## config.mk

```make
export PLATFORM = sky130hd
export DESIGN_NAME = stopwatch_ctrl
export DESIGN_NICKNAME = d
export VERILOG_FILES = /design/src/rtl/stopwatch_ctrl.sv
export SDC_FILE = /design/constraint.sdc
export NUM_CORES = 1
export LEC_CHECK = 0
export BUFFER_PORTS_ARGS = -buffer_cell sky130_fd_sc_hd__buf_2
export CORE_ASPECT_RATIO = 0.6
export CORE_MARGIN = 2
export CORE_UTILIZATION = 50
export CTS_CLUSTER_SIZE = 8
export DETAILED_ROUTE_END_ITERATION = 6
export PLACE_DENSITY = 0.8
export SYNTH_ARGS = -nofsm -noshare
export SYNTH_HDL_FRONTEND = slang
export SYNTH_SLANG_ARGS = --single-unit
```

## constraint.sdc

```tcl
create_clock -name i_rtcclk -period 2 [get_ports i_rtcclk]
set_input_delay 0.2 -clock i_rtcclk [delete_from_list [all_inputs] [get_ports i_rtcclk]]
set_output_delay 0.2 -clock i_rtcclk [all_outputs]
set_load 0.02 [all_outputs]
```

## src/rtl/stopwatch_ctrl.sv

```systemverilog
// Control FSM for the 6-digit BCD stopwatch: turns start/stop and lap/reset button levels
// into counter init/enable/latch controls, selects live or lap display, counts laps.
module stopwatch_ctrl #(
    parameter logic [23:0] MAX_COUNT = 24'h995999,
    parameter int unsigned LAP_MAX   = 9
) (
    input  logic        i_rtcclk,
    input  logic        i_reset_n,
    input  logic        i_tick,
    input  logic        i_btn_startstop,
    input  logic        i_btn_lapreset,
    input  logic [23:0] i_count,
    output logic        o_countinit,
    output logic        o_countenb,
    output logic        o_latchcount,
    output logic [23:0] o_display,
    output logic [3:0]  o_lap_cnt,
    output logic [1:0]  o_state,
    output logic        o_ovf
);

    localparam int unsigned CW = 24;
    localparam int unsigned LW = 4;

    typedef enum logic [1:0] {
        S_IDLE = 2'b00,
        S_RUN  = 2'b01,
        S_STOP = 2'b10,
        S_LAP  = 2'b11
    } state_t;

    state_t         state_q, state_d;
    logic           ss_q, lr_q;
    logic [CW-1:0]  lap_q, lap_d;
    logic [LW-1:0]  lapcnt_q, lapcnt_d;
    logic           ovf_q, ovf_d;
    logic           init_q, init_d;
    logic           latch_q, latch_d;

    logic ss_ev, lr_ev, at_max, counting;

    assign ss_ev    = i_btn_startstop & ~ss_q;
    assign lr_ev    = i_btn_lapreset & ~lr_q;
    assign at_max   = (i_count == MAX_COUNT);
    assign counting = (state_q == S_RUN) || (state_q == S_LAP);

    // Next-state and register-update logic; start/stop has priority over lap/reset
    always_comb begin
        state_d  = state_q;
        lap_d    = lap_q;
        lapcnt_d = lapcnt_q;
        ovf_d    = ovf_q;
        init_d   = 1'b0;
        case (state_q)
            S_IDLE: begin
                if (ss_ev) state_d = S_RUN;
            end
            S_RUN: begin
                if (at_max && i_tick) begin
                    state_d = S_STOP;
                    ovf_d   = 1'b1;
                end else if (ss_ev) begin
                    state_d = S_STOP;
                end else if (lr_ev) begin
                    state_d = S_LAP;
                    lap_d   = i_count;
                    if (lapcnt_q < LW'(LAP_MAX)) lapcnt_d = lapcnt_q + LW'(1);
                end
            end
            S_LAP: begin
                if (at_max && i_tick) begin
                    state_d = S_STOP;
                    ovf_d   = 1'b1;
                end else if (ss_ev) begin
                    state_d = S_STOP;
                end else if (lr_ev) begin
                    state_d = S_RUN;
                end
            end
            S_STOP: begin
                if (ss_ev) begin
                    if (!ovf_q) state_d = S_RUN;
                end else if (lr_ev) begin
                    state_d  = S_IDLE;
                    init_d   = 1'b1;
                    lapcnt_d = '0;
                    ovf_d    = 1'b0;
                end
            end
            default: state_d = S_IDLE;
        endcase
        latch_d = (state_d != S_LAP);
    end

    always_ff @(posedge i_rtcclk) begin
        if (!i_reset_n) begin
            state_q  <= S_IDLE;
            ss_q     <= 1'b0;
            lr_q     <= 1'b0;
            lap_q    <= '0;
            lapcnt_q <= '0;
            ovf_q    <= 1'b0;
            init_q   <= 1'b0;
            latch_q  <= 1'b1;
        end else begin
            state_q  <= state_d;
            ss_q     <= i_btn_startstop;
            lr_q     <= i_btn_lapreset;
            lap_q    <= lap_d;
            lapcnt_q <= lapcnt_d;
            ovf_q    <= ovf_d;
            init_q   <= init_d;
            latch_q  <= latch_d;
        end
    end

    // Enable is suppressed at full scale so the counter never wraps
    assign o_countenb   = i_tick & counting & ~at_max;
    assign o_countinit  = init_q;
    assign o_latchcount = latch_q;
    assign o_display    = (state_q == S_LAP) ? lap_q : i_count;
    assign o_lap_cnt    = lapcnt_q;
    assign o_state      = state_q;
    assign o_ovf        = ovf_q;

endmodule

```

==> metrics.txt <==
# nets final 296; CP delay by family, top buffers and inverters; Avg Inst Size Synth 8.99 um^2; final hold vios 0; routability cong. 0.855; FF+latch area 701 um^2; initial antenna violation count 0; gr ovfl total 0; Max Buffers Root-to-Sink 2; Initial Util 51.2%; worst path bufs/invs 2; number of port buffers 62; largest net degree at the start of global routing 57; Arrival @ worst endpoint 1.65 ns; Post-CTS Setup Bufs 0; maximum clock rate between 500 and 600 MHz; commonest non-fill, non-tap cell in the layout buf_2; kind of critical path register to output port; cts repair resizes 0; multi-input combinational cell area 1050 um^2; # IOs 63; Ant. Diodes 0; CP peak stage delay 0.40 ns; max_slew headroom a little over three fifths; cell taking the most area after synthesis dfxtp_1; fin crit period 1.85 ns; crit path max-delay cell type dfxtp_1; Critical Path Start Type register; Finish-stage setup viols 0; Req. time, crit path 1.80 ns; Pins Over Slew Limit 0; Seq/Total Area, Yosys 37.8%; root buf cell clkbuf_8; post-synth top area share 37.8%; clock skew 0.00549 ns; Mapped Area 1850 um^2; Util after Layout between 60% and 70%; Die X-Extent 82.6 um; CTS tree built; setup TNS 0 ns; clk slew on worst S/H paths 0.07 ns; fraction of layout cells with a size suffix above 1 45.1%; TritonCTS Buffers 5; Clock Latency Late Sink 0.29 ns; cell total after placement 305; DP HPWL 2910 um; via/cell ratio between 5 and 6; worst path cell trace nand2_1 -> buf_4 -> mux2_2 -> buf_2; HP Class input pin to register; # hold bufs at CTS 0; CTS Sinks 35; vias in the first global route 1,405; row count 17; count of state elements after synthesis 35; commonest non-fill, non-tap cells in the layout buf_2, dfxtp_1, nand2_1, mux2_2, nand3_1; total number of vias 1,638; first-pass GRT wire length between 6000 and 7000 um; die span in y 51.1 um; residual DRC count 0; Mapped Cells just over 200; crit path max fanout 24; yosys warns 0; First DRT Iteration DRCs 73; synth unique cells 33; CTS H-tree lvls 2; max cap viols 0; Worst Tran Pin Value 0.550 ns; gr usage total approximately 20%; Mapped Nets 237; Area Growth Syn to Fin 22.3%; status finished clean; maximum vdd ir drop 0.425 mV; power density over the cells about 640 nW/um^2; ranking of synthesized cells by area dfxtp_1, mux2_2, nand2_1, nand3_1, o21ai_0; Core Area 3620 um^2; P_leak between 0.9 and 1 nW; First-pass DRT Iterations 4; endpoint class of the critical path output port; Final Cycle Share 92.7%; DRT Wirelength 3960 um; Routed Antenna Nets 0; wire per inst around 13 um; die area between 4000 and 5000 um^2; RSZ-0062 raised after global routing no; final cell count without fillers 313; Filler cells about 320
[where the power goes]
part	total (W)	leakage (nW)	switching, W	internal, W
Combinational	0.000236	0.639	0.000139	0.0000970
Sequential	0.000728	0.284	0.0000140	0.000714
Clock	0.000492	0.0477	0.000254	0.000238
Total	0.00146	0.970	0.000407	0.00105
[logic make-up after synthesis]
kind of cell               count (synthesis)  share of synthesized area (%)
buffers and inverters                     20                           5.61
xor gates and xnor gates                   1                          0.473
muxes                                     27                           16.2
AOI/OAI and AO/OA                         36                           12.6
and+or+nand+nor                           85                           25.9
adders and majority gates                  2                           1.35
DFF                                       35                           37.8
[through the flow]
stage	instance area [um^2]	total power, W	worst slack [ns]	hold slack (ns)
final	2260	0.00146	0.146	0.131
after detailed placement	2180	0.000981	0.321	0.425
after CTS	2260	0.00147	0.131	0.125
after global placement	2180	0.000977	0.358	0.425
after floorplan	1850	0.000898	0.472	0.322
after global routing	2260	0.00153	0.0686	0.136
[per-layer routing]
metal  global-route usage, %  part of all wire, %
met1                    27.8                   50
met2                    28.9                   41
met3                    6.01                  7.2
met4                    7.65                  1.1
met5                       0                    0
[state kept, by name (all words and copies together), names as in the netlist]
| signal | cells |
|---|---|
| o_countinit | 1 |
| o_ovf | 1 |
| lap_q | 24 |
| lr_q | 1 |
| o_lap_cnt | 4 |
| o_latchcount | 1 |
| o_state | 2 |
| ss_q | 1 |
[worst paths after layout]
path                                 endpoint  slack [ns]  depth (start not counted)      startpoint
worst max-delay path            o_display[11]        0.15                          4      o_state[0]
worst min-delay path                     lr_q        0.13                          2  i_btn_lapreset
worst max register to register   o_lap_cnt[2]        0.38                          5            lr_q
worst min register to register      lap_q[19]        0.45                          2       lap_q[19]
[cell usage after synthesis, drive strengths merged]
cell	n
and4bb	4
mux2	24
a21o	1
xnor2	1
o41ai	1
nand2	30
a2111oi	1
nand2b	4
nor3b	1
o21ai	27
nor3	1
a32oi	1
a21oi	3
mux2i	3
dfxtp	35
a31o	1
clkbuf	7
nor4b	2
ha	2
nand4	3
nand3b	1
a211oi	1
nor2	7
and2	3
nand3	27
buf	8
nor2b	2
inv	5
[layout make-up]
type | instances | area share, %
Inverter | 5 | 0.829
Multi-Input combinational cell | 151 | 46.6
Tap cell | 47 | 2.60
Clock buffer | 5 | 3.04
Clock inverter | 3 | 0.663
Sequential cell | 35 | 30.9
Timing Repair Buffer | 67 | 15.4
Note: power is estimated with default switching activity, not from simulation.
